===== src/rtl/uart_pkg.sv =====
// Shared UART definitions: FSM state encoding and default bit period.
// Also used by uart_rx.
package uart_pkg;

  localparam int UART_CLKS_PER_BIT = 16;

  // Encoding is shared with uart_rx, so values must stay stable.
  localparam logic [2:0] ST_IDLE   = 3'd0;
  localparam logic [2:0] ST_FETCH  = 3'd1;
  localparam logic [2:0] ST_LOAD   = 3'd2;
  localparam logic [2:0] ST_START  = 3'd3;
  localparam logic [2:0] ST_DATA   = 3'd4;
  localparam logic [2:0] ST_PARITY = 3'd5;
  localparam logic [2:0] ST_STOP   = 3'd6;

endpackage


===== src/rtl/uart_baud_cnt.sv =====
// Bit-period counter: tick marks the last clk of each bit period.
// The count is held at zero while disabled and reloads on every tick.
module uart_baud_cnt #(
  parameter int CLKS_PER_BIT = 16
) (
  input  logic clk,
  input  logic rst,
  input  logic en,
  output logic tick
);

  localparam int CW = (CLKS_PER_BIT > 1) ? $clog2(CLKS_PER_BIT) : 1;
  localparam logic [CW-1:0] LAST = CW'(CLKS_PER_BIT - 1);

  logic [CW-1:0] cnt;

  assign tick = en && (cnt == LAST);

  always_ff @(posedge clk) begin
    if (rst || !en || tick) cnt <= '0;
    else                    cnt <= cnt + 1'b1;
  end

endmodule


===== src/rtl/uart_tx.sv =====
// UART transmitter that pops bytes from an upstream FIFO and sends 8N1-style frames.
// When UART_TX_PARITY_EN is defined, an even-parity bit is inserted between the data and stop bits.
module uart_tx
  import uart_pkg::*;
#(
  parameter int CLKS_PER_BIT = UART_CLKS_PER_BIT,
  parameter int DATA_W       = 8
) (
  input  logic              clk,
  input  logic              rst,
  input  logic              fifo_empty,
  output logic              fifo_rd,
  input  logic [DATA_W-1:0] fifo_dout,
  output logic              txd,
  output logic              busy
);

  localparam int BW = $clog2(DATA_W);
  localparam logic [BW-1:0] LAST_BIT = BW'(DATA_W - 1);

  logic [2:0]        state;
  logic [DATA_W-1:0] shreg;
  logic [BW-1:0]     bit_idx;
  logic              tick;
  logic              bit_en;
`ifdef UART_TX_PARITY_EN
  logic              par;
`endif

  always_comb begin
    bit_en = 1'b0;
    case (state)
      ST_START, ST_DATA, ST_STOP: bit_en = 1'b1;
`ifdef UART_TX_PARITY_EN
      ST_PARITY:                  bit_en = 1'b1;
`endif
      default:                    bit_en = 1'b0;
    endcase
  end

  uart_baud_cnt #(.CLKS_PER_BIT(CLKS_PER_BIT)) u_baud (
    .clk  (clk),
    .rst  (rst),
    .en   (bit_en),
    .tick (tick)
  );

  // FETCH is entered only with data present; the empty gate keeps a stray pop impossible.
  assign fifo_rd = (state == ST_FETCH) && !fifo_empty && !rst;
  assign busy    = (state != ST_IDLE);

  // txd is registered alongside the state, so it always carries the level of the current state.
  always_ff @(posedge clk) begin
    if (rst) begin
      state   <= ST_IDLE;
      txd     <= 1'b1;
      shreg   <= '0;
      bit_idx <= '0;
`ifdef UART_TX_PARITY_EN
      par     <= 1'b0;
`endif
    end else begin
      case (state)
        ST_IDLE: if (!fifo_empty) state <= ST_FETCH;
        ST_FETCH: state <= ST_LOAD;
        ST_LOAD: begin
          shreg <= fifo_dout;
`ifdef UART_TX_PARITY_EN
          par   <= ^fifo_dout;
`endif
          txd   <= 1'b0;
          state <= ST_START;
        end
        ST_START: if (tick) begin
          txd     <= shreg[0];
          bit_idx <= '0;
          state   <= ST_DATA;
        end
        ST_DATA: if (tick) begin
          if (bit_idx == LAST_BIT) begin
`ifdef UART_TX_PARITY_EN
            txd   <= par;
            state <= ST_PARITY;
`else
            txd   <= 1'b1;
            state <= ST_STOP;
`endif
          end else begin
            bit_idx <= bit_idx + 1'b1;
            shreg   <= {1'b0, shreg[DATA_W-1:1]};
            txd     <= shreg[1];
          end
        end
`ifdef UART_TX_PARITY_EN
        ST_PARITY: if (tick) begin
          txd   <= 1'b1;
          state <= ST_STOP;
        end
`endif
        ST_STOP: if (tick) state <= fifo_empty ? ST_IDLE : ST_FETCH;
        default: begin
          txd   <= 1'b1;
          state <= ST_IDLE;
        end
      endcase
    end
  end

endmodule


===== config.mk =====
export PLATFORM = sky130hd
export DESIGN_NAME = uart_tx
export DESIGN_NICKNAME = d
export VERILOG_FILES = /design/src/rtl/uart_pkg.sv /design/src/rtl/uart_baud_cnt.sv /design/src/rtl/uart_tx.sv
export SDC_FILE = /design/constraint.sdc
export NUM_CORES = 1
export LEC_CHECK = 0
export BUFFER_PORTS_ARGS = -buffer_cell sky130_fd_sc_hd__buf_2
export CORE_MARGIN = 3
export CORE_UTILIZATION = 55
export DETAILED_ROUTE_END_ITERATION = 7
export GPL_TIMING_DRIVEN = 1
export PLACE_DENSITY_LB_ADDON = 0.1
export SYNTH_ARGS = -nofsm -noshare
export SYNTH_HDL_FRONTEND = slang
export SYNTH_SLANG_ARGS = --single-unit

===== constraint.sdc =====
create_clock -name clk -period 4 [get_ports clk]
set_input_delay 0.2 -clock clk [delete_from_list [all_inputs] [get_ports clk]]
set_output_delay 0.2 -clock clk [all_outputs]
set_load 0.05 [all_outputs]

After elaboration in Yosys (flattened, before gate mapping)
Cells that the tools add are included.
W data, S select, Z words.
Storage, ports and cells
  register bits after elaboration: 19
  logic and storage cells: 58
Operators by class
  add/subtract/negate cells: 2
  equal/unequal tests: 13
  mux-type cells: 19
  bitwise gates (word level): 1
  reduce and logical (&&, ||, !) cells: 18
Operator list (count)
  $mux W3: 8
  $pmux W3 S6: 1
  $mux W8: 2
  $pmux W8 S2: 1
  $eq A3 B3 Y1 const B: 3
  $eq A3 B2 Y1 const B: 2
  $ne A2 B1 Y1 const B: 3
  $ne A2 B2 Y1 const B: 3
  $pmux W3 S2: 1
  $reduce_and A3 Y1: 2
  $reduce_or A3 Y1: 2
  $mux W1: 5
  $reduce_and A5 Y1: 1
  $add A4 B1 Y4 const B: 1
  $eq A4 B4 Y1 const B: 1
  $pmux W1 S4: 1
  $reduce_and A4 Y1: 1
  $reduce_bool A2 Y1: 2
  $add A3 B1 Y3 const B: 1
  $eq A3 B1 Y1 const B: 1
  $logic_and A1 B1 Y1: 3
  $logic_not A1 Y1: 3
  $logic_not A3 Y1: 1
  $reduce_bool A3 Y1: 1
  other kinds (2): 3

Depth between registers and ports, before layout
Gate-level depths: netlist of run 1.
  word-level depth: 6
  gate-level depth with buffers: 7
  gate-level depth less buffers: 6

Modules after synthesis
A second synthesis of run 1 with hierarchy kept.
Second synthesis, totals
  cell total of the unflattened synthesis: 113
  area total of the unflattened synthesis: 1013.5 um^2
Modules (own cells, without submodules)
  uart_tx: times used 1, cells each 96, area an instance 855.8 um^2, sequential area each 300.3 um^2
  uart_baud_cnt: times used 1, cells each 17, area an instance 157.7 um^2, sequential area each 80.1 um^2

Worst setup path before layout of run 1
Ideal clock, no wire load.
  path type: register -> output
  start: register state[0]
  end: output port fifo_rd
  arrival time: 2392 ps
  data required time: 3800 ps
  path slack: 1408 ps
  stages on the path, launching flop included: 4
  path buffers: 1
  cell sequence: dfxtp_1 clkbuf_1 nor2b_1 nor4b_1
On the way
  cells in the longest elaborated chain, start to end: 3
RTL lines
  start: declaration: RTL line uart_tx.sv:21  | logic [2:0] state;
  start signal: assignment: RTL line uart_tx.sv:100  | ST_STOP: if (tick) state <= fifo_empty ? ST_IDLE : ST_FETCH;
  $eq A3 B1 Y1: RTL line uart_tx.sv:49  | assign fifo_rd = (state == ST_FETCH) && !fifo_empty && !rst;
  $logic_and A1 B1 Y1 (2 in series): RTL line uart_tx.sv:49
  end: declaration: RTL line uart_tx.sv:12  | output logic fifo_rd,
No other way between the ends.

Final worst setup path of run 1
Ends and elaborated chain as after synthesis.

==> metrics.txt, run 1 <==
Slew headroom 43.81%; Final Max Slew Viols 0; Post-synth ARST share 0%; Slowest cell on crit path dfxtp_1; syn_area_per_cell around 9 sq um; CP Launch Type flop; IO Port Bufs 13; Synth top area share 36.45%; Worst Path Buf+Inv 1; CP arrival just over 2 ns; Final Core Density 63.48%; Post-DP HPWL 1431 microns; clock latency on the worst-skew pair just under 0.3 ns; die area about 2500 sq um; H-tree Lvls 1; Tmin final between 2 and 2.5 ns; Synth Register Bits 19; Final Setup Violations 0; # IOs 14; Worst setup EP type output pin; chip height 49.56 microns; largest cells by area after synthesis dfxtp_1 (36%), mux2i_1 (7.7%), nor2b_1 (6.0%), o21ai_0 (4.8%), nor2_1 (4.3%); maxcap violations 0; maximum VDD drop 282.9 uV; share of cells above drive strength 1 17.74%; CP required 3.80 ns; vias per cell 5.886; CP Class flop to output pin; initial core utilization 59.15%; crit path max fanout 29; TNS Setup 0 ns; Commonest cells post-synth dfxtp_1 (19), nor2_1 (12), nor2b_1 (10), o21ai_0 (10), mux2i_1 (8); worst-margin pin slew 0.8417 ns; P&R area growth vs syn 7.314%; post-route antenna net violation count 0; total number of vias 877; Final Net Count 139; Final Hold Viols 0; Die W 49.56 microns; synthesized area 1044 sq um; overflow left after global routing 0; library cells used by synthesis 38; CTS buffer count 3; Synth area leader dfxtp_1; RSZ-0062 raised after global routing false; Fmax 443.1 MHz; post-CTS sizing 0; drt wl/cell approximately 13 microns; clock root cell clkbuf_4; peak per-stage delay on the critical path 0.89 ns; Ys Warns 0; cells after synthesis 116; GPL Wtd Cong 0.8490; critical-path cell list nor2b_1 -> nor4b_1 -> buf_2; first-pass GRT wire length between 3000 and 4000 microns; core area 1764 sq um; register area share after synthesis 36.45%; overall routing resource usage between 10% and 20%; Syn Nets 130; n_diodes 0; Primary FF master, synth dfxtp_1; status completed; initial antenna violation count 0; Setup Buffers After CTS 0; Bufs on Longest Clock Path 2; floorplan row count 15; CTS clock-pin slew for the worst setup and hold paths 0.10 ns; CTS tree built; Lkg Pwr 0.4126 nW; cts hold-fix bufs 0; WL final 1994 microns; Post-synth EDFFs 0; vias in the first global route 811; Hold Path Class input port to flop; top-count cell post-synth dfxtp_1; fin crit share 56.41%; Sink Count 19; First DRT Iteration DRCs 20; Worst Skew 0.005441 ns; PD cells about 320 nW/um^2; family with the most delay on the worst path flip-flops; DRC 0; largest net degree at the start of global routing 30; First-pass DRT Iterations 4
power breakdown:
group / switching (mW) / internal (mW) / total (mW)
logic: 0.0305 / 0.0221 / 0.0526
clock network: 0.0564 / 0.0388 / 0.0952
registers: 0.0150 / 0.197 / 0.212
final cells by class:
cell class                 count  area [sq um]
timing repair buffer          13         65.06
inverter                       2         7.507
fill                         168         644.4
tap                           25         31.28
multi-input combinational     86         609.3
clock buffer                   4         26.28
sequential                    19         380.4
per-layer routing:
metal	GRT usage (%)	part of all wire (%)	routed length, microns
met2	28.41	46	914
met1	26.12	49	971
met4	2.765	0.65	13
met5	0	0	0
met3	6.647	4.7	94
worst register-to-register path, delay by kind of cell, from the launching register on:
family	cells	cell delay, ns
simple gates	2	0.61
flops	1	0.34
compound gates	2	0.44
fa+ha+maj	2	0.40
per-stage QoR:
stage          setup WS [ns]  cells  hold slack [ns]  instance area, sq um  total power [mW]
2_1_floorplan          1.408    116           0.3551                  1044            0.2571
3_5_place_dp           2.106    145           0.4403                  1094            0.2694
5_1_grt                1.533    149           0.2270                  1120            0.3800
6_report               1.743    149           0.2391                  1120            0.3602
3_3_place_gp           2.190    145           0.4346                  1094            0.2673
4_1_cts                1.751    149           0.2389                  1120            0.3655
flip-flops by register name, summed over array words and instances (netlist names):
name	cells
u_baud.cnt	4
bit_idx	3
txd	1
state	3
shreg	8
cells by family (layout without fill, tap and decap cells):
kind of cell	count (synthesis)	count (layout)	share of synthesized area, %
AOI/OAI and AO/OA	33	33	23.02
and+or+nand+nor	39	39	21.46
buffers and inverters	11	19	5.156
adders and majority gates	4	4	4.557
DFF	19	19	36.45
xor gates and xnor gates	2	2	1.679
muxes	8	8	7.674
cells in the final DEF, fill, tap and decap left out, types with 2 or more instances in the layout:
master,synthesis,routed
dfxtp_1,19,19
a21oi_1,4,4
nor3_1,2,2
and2_1,2,2
o41ai_1,5,5
ha_1,3,3
inv_1,2,2
nor2b_1,10,10
a21o_1,2,2
o21ai_0,10,10
buf_2,0,13
clkbuf_4,0,3
nand2b_1,4,4
nor2_1,12,12
o41ai_2,2,2
a22oi_1,2,2
mux2i_1,8,8
a221oi_1,2,2
final timing paths:
check / startpoint / to / slack (ns) / cells after the start
worst max-delay path: state[0] / fifo_rd / 1.74 / 3
worst min-delay path: fifo_dout[6] / shreg[6] / 0.24 / 3
worst max register to register: bit_idx[0] / bit_idx[2] / 2.10 / 6
worst min register to register: u_baud.cnt[0] / u_baud.cnt[0] / 0.46 / 1
Power figures use the tool's default switching activity.
==> run 2, diff against run 1 <==
==> constraint.sdc (replaced) <==
create_clock -name clk -period 2.1 [get_ports clk]
set_input_delay 0.105 -clock clk [delete_from_list [all_inputs] [get_ports clk]]
set_output_delay 0.105 -clock clk [all_outputs]
set_load 0.05 [all_outputs]
==> metrics.txt, run 2 (same netlist as run 1, synthesis figures left out) <==
status completed; Bufs on Longest Clock Path 2 (unchanged); Final Hold Viols 0 (unchanged); R2R Setup Slk 0.21 ns (-1.89 ns); Largest regs shreg (8), u_baud.cnt (4); Lkg Pwr 0.4215 nW (+2.2%); chip height 49.56 microns (unchanged); total number of vias 876 (-0.11%); # IOs 14 (unchanged); Fmax 529.1 MHz; Hold Path Class input port to flop; Final Setup Violations 0 (unchanged); fin area 1135 sq um (+1.3%); pre-CTS setup slack 0.2608 ns (-1.845 ns); Worst setup EP type flop; placed inst area 1107 sq um (+1.3%); overall routing resource usage 18.91% (+0.11 points); Setup Buffers After CTS 0 (unchanged); Tmin final roughly 1.9 ns; post-CTS sizing 0 (unchanged); die area 2456 sq um (unchanged); family with the most delay on the worst path simple AND/OR/NAND/NOR gates; CP Depth 6 (+3); First DRT Iteration DRCs 28 (+40%); Worst Skew 0.004642 ns (-0.0007982 ns); Largest Register shreg; Post-DP HPWL 1350 microns (-5.7%); worst hold slack 0.1223 ns (-0.1168 ns); Final Max Slew Viols 0 (unchanged); post-route antenna net violation count 0 (unchanged); CTS buffer count 3 (unchanged); Clock power frac 26.8% (+0.4 points); Sw Ratio 29.50% (+1.2 points); maxcap violations 0 (unchanged); Worst Hold Launch fifo_dout[5]; H-tree Lvls 1 (unchanged); initial core utilization 59.15% (unchanged); RSZ-0062 raised after global routing false; cts hold-fix bufs 0 (unchanged); most frequent cell on the critical path ha_1; First-pass DRT Iterations 4 (unchanged); DRC 0 (unchanged); Sink Count 19 (unchanged); r2r endpoint bit_idx[2]; vias per cell 5.840 (-0.78%); clock root cell clkbuf_4; worst-margin pin slew 0.5586 ns (-0.2831 ns); drt wl/cell 13.56 microns (+1.3%); fin crit share 90.00%; CP required 2.29 ns (-1.51 ns); P&R area growth vs syn 8.753%; most frequent cells in the layout dfxtp_1 (19), buf_2 (13), nor2_1 (12); critical-path cell list ha_1 -> ha_1 -> or4b_1 -> a21o_1 -> a22oi_1 -> nor2_1; WL final 2034 microns (+2.0%); setup slack after layout 0.2100 ns (-1.533 ns); n_diodes 0 (unchanged); overflow left after global routing 0 (unchanged); initial antenna violation count 0 (unchanged); share of cells above drive strength 1 20.00% (+2.3 points); largest net degree at the start of global routing 26 (-13%); Slew headroom 62.76% (+19 points); TNS Setup 0 ns (unchanged); CP Launch Type flop; Die W 49.56 microns (unchanged); sequential share of power 56.7% (-2.3 points); Worst Path Buf+Inv 0 (-1); CTS tree built; CP Class flop to flop; peak per-stage delay on the critical path 0.56 ns (-0.33 ns); Final Core Density 64.33% (+0.85 points); vias in the first global route 834 (+2.8%); Final Net Count 140 (+0.72%); Hold Path Stages 3 (unchanged); clock latency on the worst-skew pair 0.30 ns (about the same); maximum VDD drop 461.1 uV (+63%); max reg flops 8 (unchanged); Min-Delay Endpoint shreg[5]; Switching Power 0.2062 mW (+100%); crit path max fanout 4 (-86%); IO Port Bufs 13 (unchanged); core area 1764 sq um (unchanged); floorplan row count 15 (unchanged); combinational share of power 16.5% (+1.9 points); Worst R2R Start bit_idx[0]; length in cells of the worst reg-to-reg path 6 (unchanged); cell-internal power 0.4927 mW (+91%); CP arrival 2.08 ns (+0.02 ns); most common cell after layout, fill and taps aside dfxtp_1; CTS clock-pin slew for the worst setup and hold paths 0.11 ns (about the same); GPL Wtd Cong 0.8033 (-5.4%); PD cells 615.8 nW/um^2 (+91%); Slowest cell on crit path or4b_1; first-pass GRT wire length 3636 microns (-0.38%)
-- run 2: worst max path at each step --
stage                           from          to  slack (ns)
final                     bit_idx[0]  bit_idx[2]        0.21
after global routing      bit_idx[0]    shreg[3]        0.09
after CTS                 bit_idx[0]  bit_idx[1]        0.21
after detailed placement  bit_idx[0]  bit_idx[2]        0.26
after global placement    bit_idx[0]  bit_idx[1]        0.31
after floorplan             state[0]     fifo_rd        0.31
-- run 2: layout make-up --
class	count	area, sq um
clock buffer	3	22.52
clock inverter	1	5.005
fill	178	629.4
inverter	2	7.507
multi-input combinational	86	615.6
sequential	19	380.4
tap	25	31.28
timing repair buffer	14	72.57
-- run 2: metal layers --
metal  up-vias  track usage, %  routed length [microns]  part of all wire [%]
li1        446               -                        -                     -
met2        14           30.62                      966                    47
met3         2           5.438                       73                   3.6
met1       414           24.21                      978                    48
met5         -               0                        0                     0
met4         0           5.530                       14                  0.69
-- run 2: worst min-delay path, cell delays in order --
cell	delay [ns]
buf_2	0.09
mux2i_1	0.12
o41ai_1	0.07
-- run 2: per-stage QoR --
stage               instances  power, mW
global route              150     0.7428
finish                    150     0.6989
CTS                       150     0.7093
detailed placement        146     0.5179
floorplan                 116     0.4908
global placement          146     0.5146
-- run 2: power by group through the flow --
stage	Combinational [mW]	Sequential, mW	Clock, mW
final	0.115	0.396	0.188
after global placement	0.112	0.403	0
after floorplan	0.0971	0.394	0
after CTS	0.116	0.396	0.198
after detailed placement	0.114	0.404	0
after global routing	0.127	0.400	0.216
==> run 3, diff against run 2 <==
--- a/config.mk
+++ b/config.mk
@@ -11,6 +11,7 @@
 export DETAILED_ROUTE_END_ITERATION = 7
 export GPL_TIMING_DRIVEN = 1
 export PLACE_DENSITY_LB_ADDON = 0.1
+export REMOVE_ABC_BUFFERS = 1
 export SYNTH_ARGS = -nofsm -noshare
 export SYNTH_HDL_FRONTEND = slang
 export SYNTH_SLANG_ARGS = --single-unit
==> metrics.txt, run 3 (same netlist as run 1, synthesis figures left out) <==
vias in the first global route 803 (-3.7%); WL final 1865 microns (-8.3%); Hold Path Stages 3 (unchanged); maximum VDD drop 432.4 uV (-6.2%); Bufs on Longest Clock Path 2 (unchanged); chip height 49.56 microns (unchanged); CTS tree built; fin area 1127 sq um (-0.66%); Final Setup Violations 0 (unchanged); Sink Count 19 (unchanged); overall routing resource usage 16.73% (-2.2 points); vias per cell 5.820 (-0.34%); status completed; fin crit share 89.55% (-0.45 points); die area 2456 sq um (unchanged); most common cell after layout, fill and taps aside dfxtp_1; post-route antenna net violation count 0 (unchanged); GPL Wtd Cong 0.7748 (-3.5%); core area 1764 sq um (unchanged); r2r endpoint bit_idx[2]; overflow left after global routing 0 (unchanged); Fmax 531.8 MHz (+0.51%); IO Port Bufs 13 (unchanged); cts hold-fix bufs 0 (unchanged); First-pass DRT Iterations 4 (unchanged); Placed Cells 146 (unchanged); Min-Delay Endpoint shreg[4]; Tmin final 1.881 ns (-0.009510 ns); Worst Skew 0.009323 ns (+0.004681 ns); Final Net Count 140 (unchanged); length in cells of the worst reg-to-reg path 6 (unchanged); maxcap violations 0 (unchanged); Post-DP HPWL 1327 microns (-1.7%); initial antenna violation count 0 (unchanged); Hold Path Class input port to flop; clock latency on the worst-skew pair 0.29 ns (about the same); post-CTS sizing 0 (unchanged); RSZ-0062 raised after global routing false; # IOs 14 (unchanged); largest net degree at the start of global routing 26 (unchanged); DRC 0 (unchanged); Die W 49.56 microns (unchanged); H-tree Lvls 1 (unchanged); drt wl/cell 12.43 microns (-8.3%); Worst Hold Launch fifo_dout[4]; Lkg Pwr 0.4177 nW (-0.91%); share of cells above drive strength 1 18.40% (-1.6 points); n_diodes 0 (unchanged); CTS clock-pin slew for the worst setup and hold paths 0.11 ns (about the same); placed inst area 1101 sq um (-0.56%); total number of vias 873 (-0.34%); initial core utilization 59.15% (unchanged); floorplan row count 15 (unchanged); crit path max fanout 4 (unchanged); setup slack after layout 0.2195 ns (+0.009510 ns); CP required 2.26 ns (-0.03 ns); Final Hold Viols 0 (unchanged); non-filler instance count after layout 150 (unchanged); P&R area growth vs syn 8.033%; Worst setup EP type flop; max reg flops 8 (unchanged); Largest regs shreg (8), u_baud.cnt (4); Largest Register shreg; First DRT Iteration DRCs 6 (-79%); CP arrival 2.04 ns (-0.04 ns); CTS buffer count 3 (unchanged); Final Max Slew Viols 0 (unchanged); first-pass GRT wire length 3298 microns (-9.3%); pre-CTS setup slack 0.2423 ns (-0.01849 ns); Worst R2R Start bit_idx[0]; Setup Buffers After CTS 0 (unchanged); worst-margin pin slew 0.5064 ns (-0.05214 ns); CP Class flop to flop; Slew headroom 66.24% (+3.5 points); most frequent cells in the layout dfxtp_1 (19), buf_2 (13), nor2_1 (12); CP Launch Type flop; worst hold slack 0.1272 ns (+0.004912 ns); R2R Setup Slk 0.22 ns (about the same); PD cells 608.2 nW/um^2 (-1.2%); clock root cell clkbuf_4
run 3: changes by cell type in the layout (fill, tap and decap cells not counted), sizes merged:
cell,previous run,this run
clkbuf,3,4
clkinv,1,0
run 3: metal layers:
metal / wire length (microns) / track usage (%) / share of wire [%]
met1: 894 / 21.16 / 48
met2: 884 / 27.97 / 47
met3: 78 / 3.625 / 4.2
met4: 7 / 5.530 / 0.38
met5: 0 / 0 / 0
run 3: critical path, cell delays in order, from the launching register on:
cell and delay, ns:
dfxtp_1 0.34, ha_1 0.20, ha_1 0.20, or4b_1 0.56, a21o_1 0.22, a22oi_1 0.19, nor2_1 0.06
run 3: power by group:
part | switching (mW) | internal [mW] | total (mW) | leakage, nW
combinational | 0.0662 | 0.0448 | 0.111 | 0.248
clock | 0.106 | 0.0738 | 0.179 | 0.0150
sequential | 0.0190 | 0.376 | 0.395 | 0.154
total | 0.191 | 0.495 | 0.686 | 0.418
run 3: worst max path at each step:
| stage | endpoint | depth (start not counted) | start | slack (ns) |
|---|---|---|---|---|
| final | bit_idx[2] | 6 | bit_idx[0] | 0.22 |
| after global routing | fifo_rd | 3 | state[0] | 0.15 |
| after CTS | bit_idx[2] | 6 | bit_idx[0] | 0.22 |
| after detailed placement | bit_idx[2] | 6 | bit_idx[0] | 0.24 |
| after global placement | bit_idx[1] | 6 | bit_idx[0] | 0.31 |
| after floorplan | fifo_rd | 2 | state[0] | -0.59 |
run 3: cell type report:
cell class / count / area, sq um
Fill cell: 163 / 636.9
Sequential cell: 19 / 380.4
Multi-Input combinational cell: 86 / 609.3
Inverter: 2 / 7.507
Timing Repair Buffer: 14 / 72.57
Tap cell: 25 / 31.28
Clock buffer: 4 / 26.28
run 3: stage by stage:
stage	TNS (ns)	power (mW)	util [%]
after global placement	0	0.5125	62.41
after global routing	0	0.7200	63.90
after floorplan	-0.5901	0.4757	-
after detailed placement	0	0.5151	62.41
after CTS	0	0.6965	63.90
final	0	0.6857	63.90
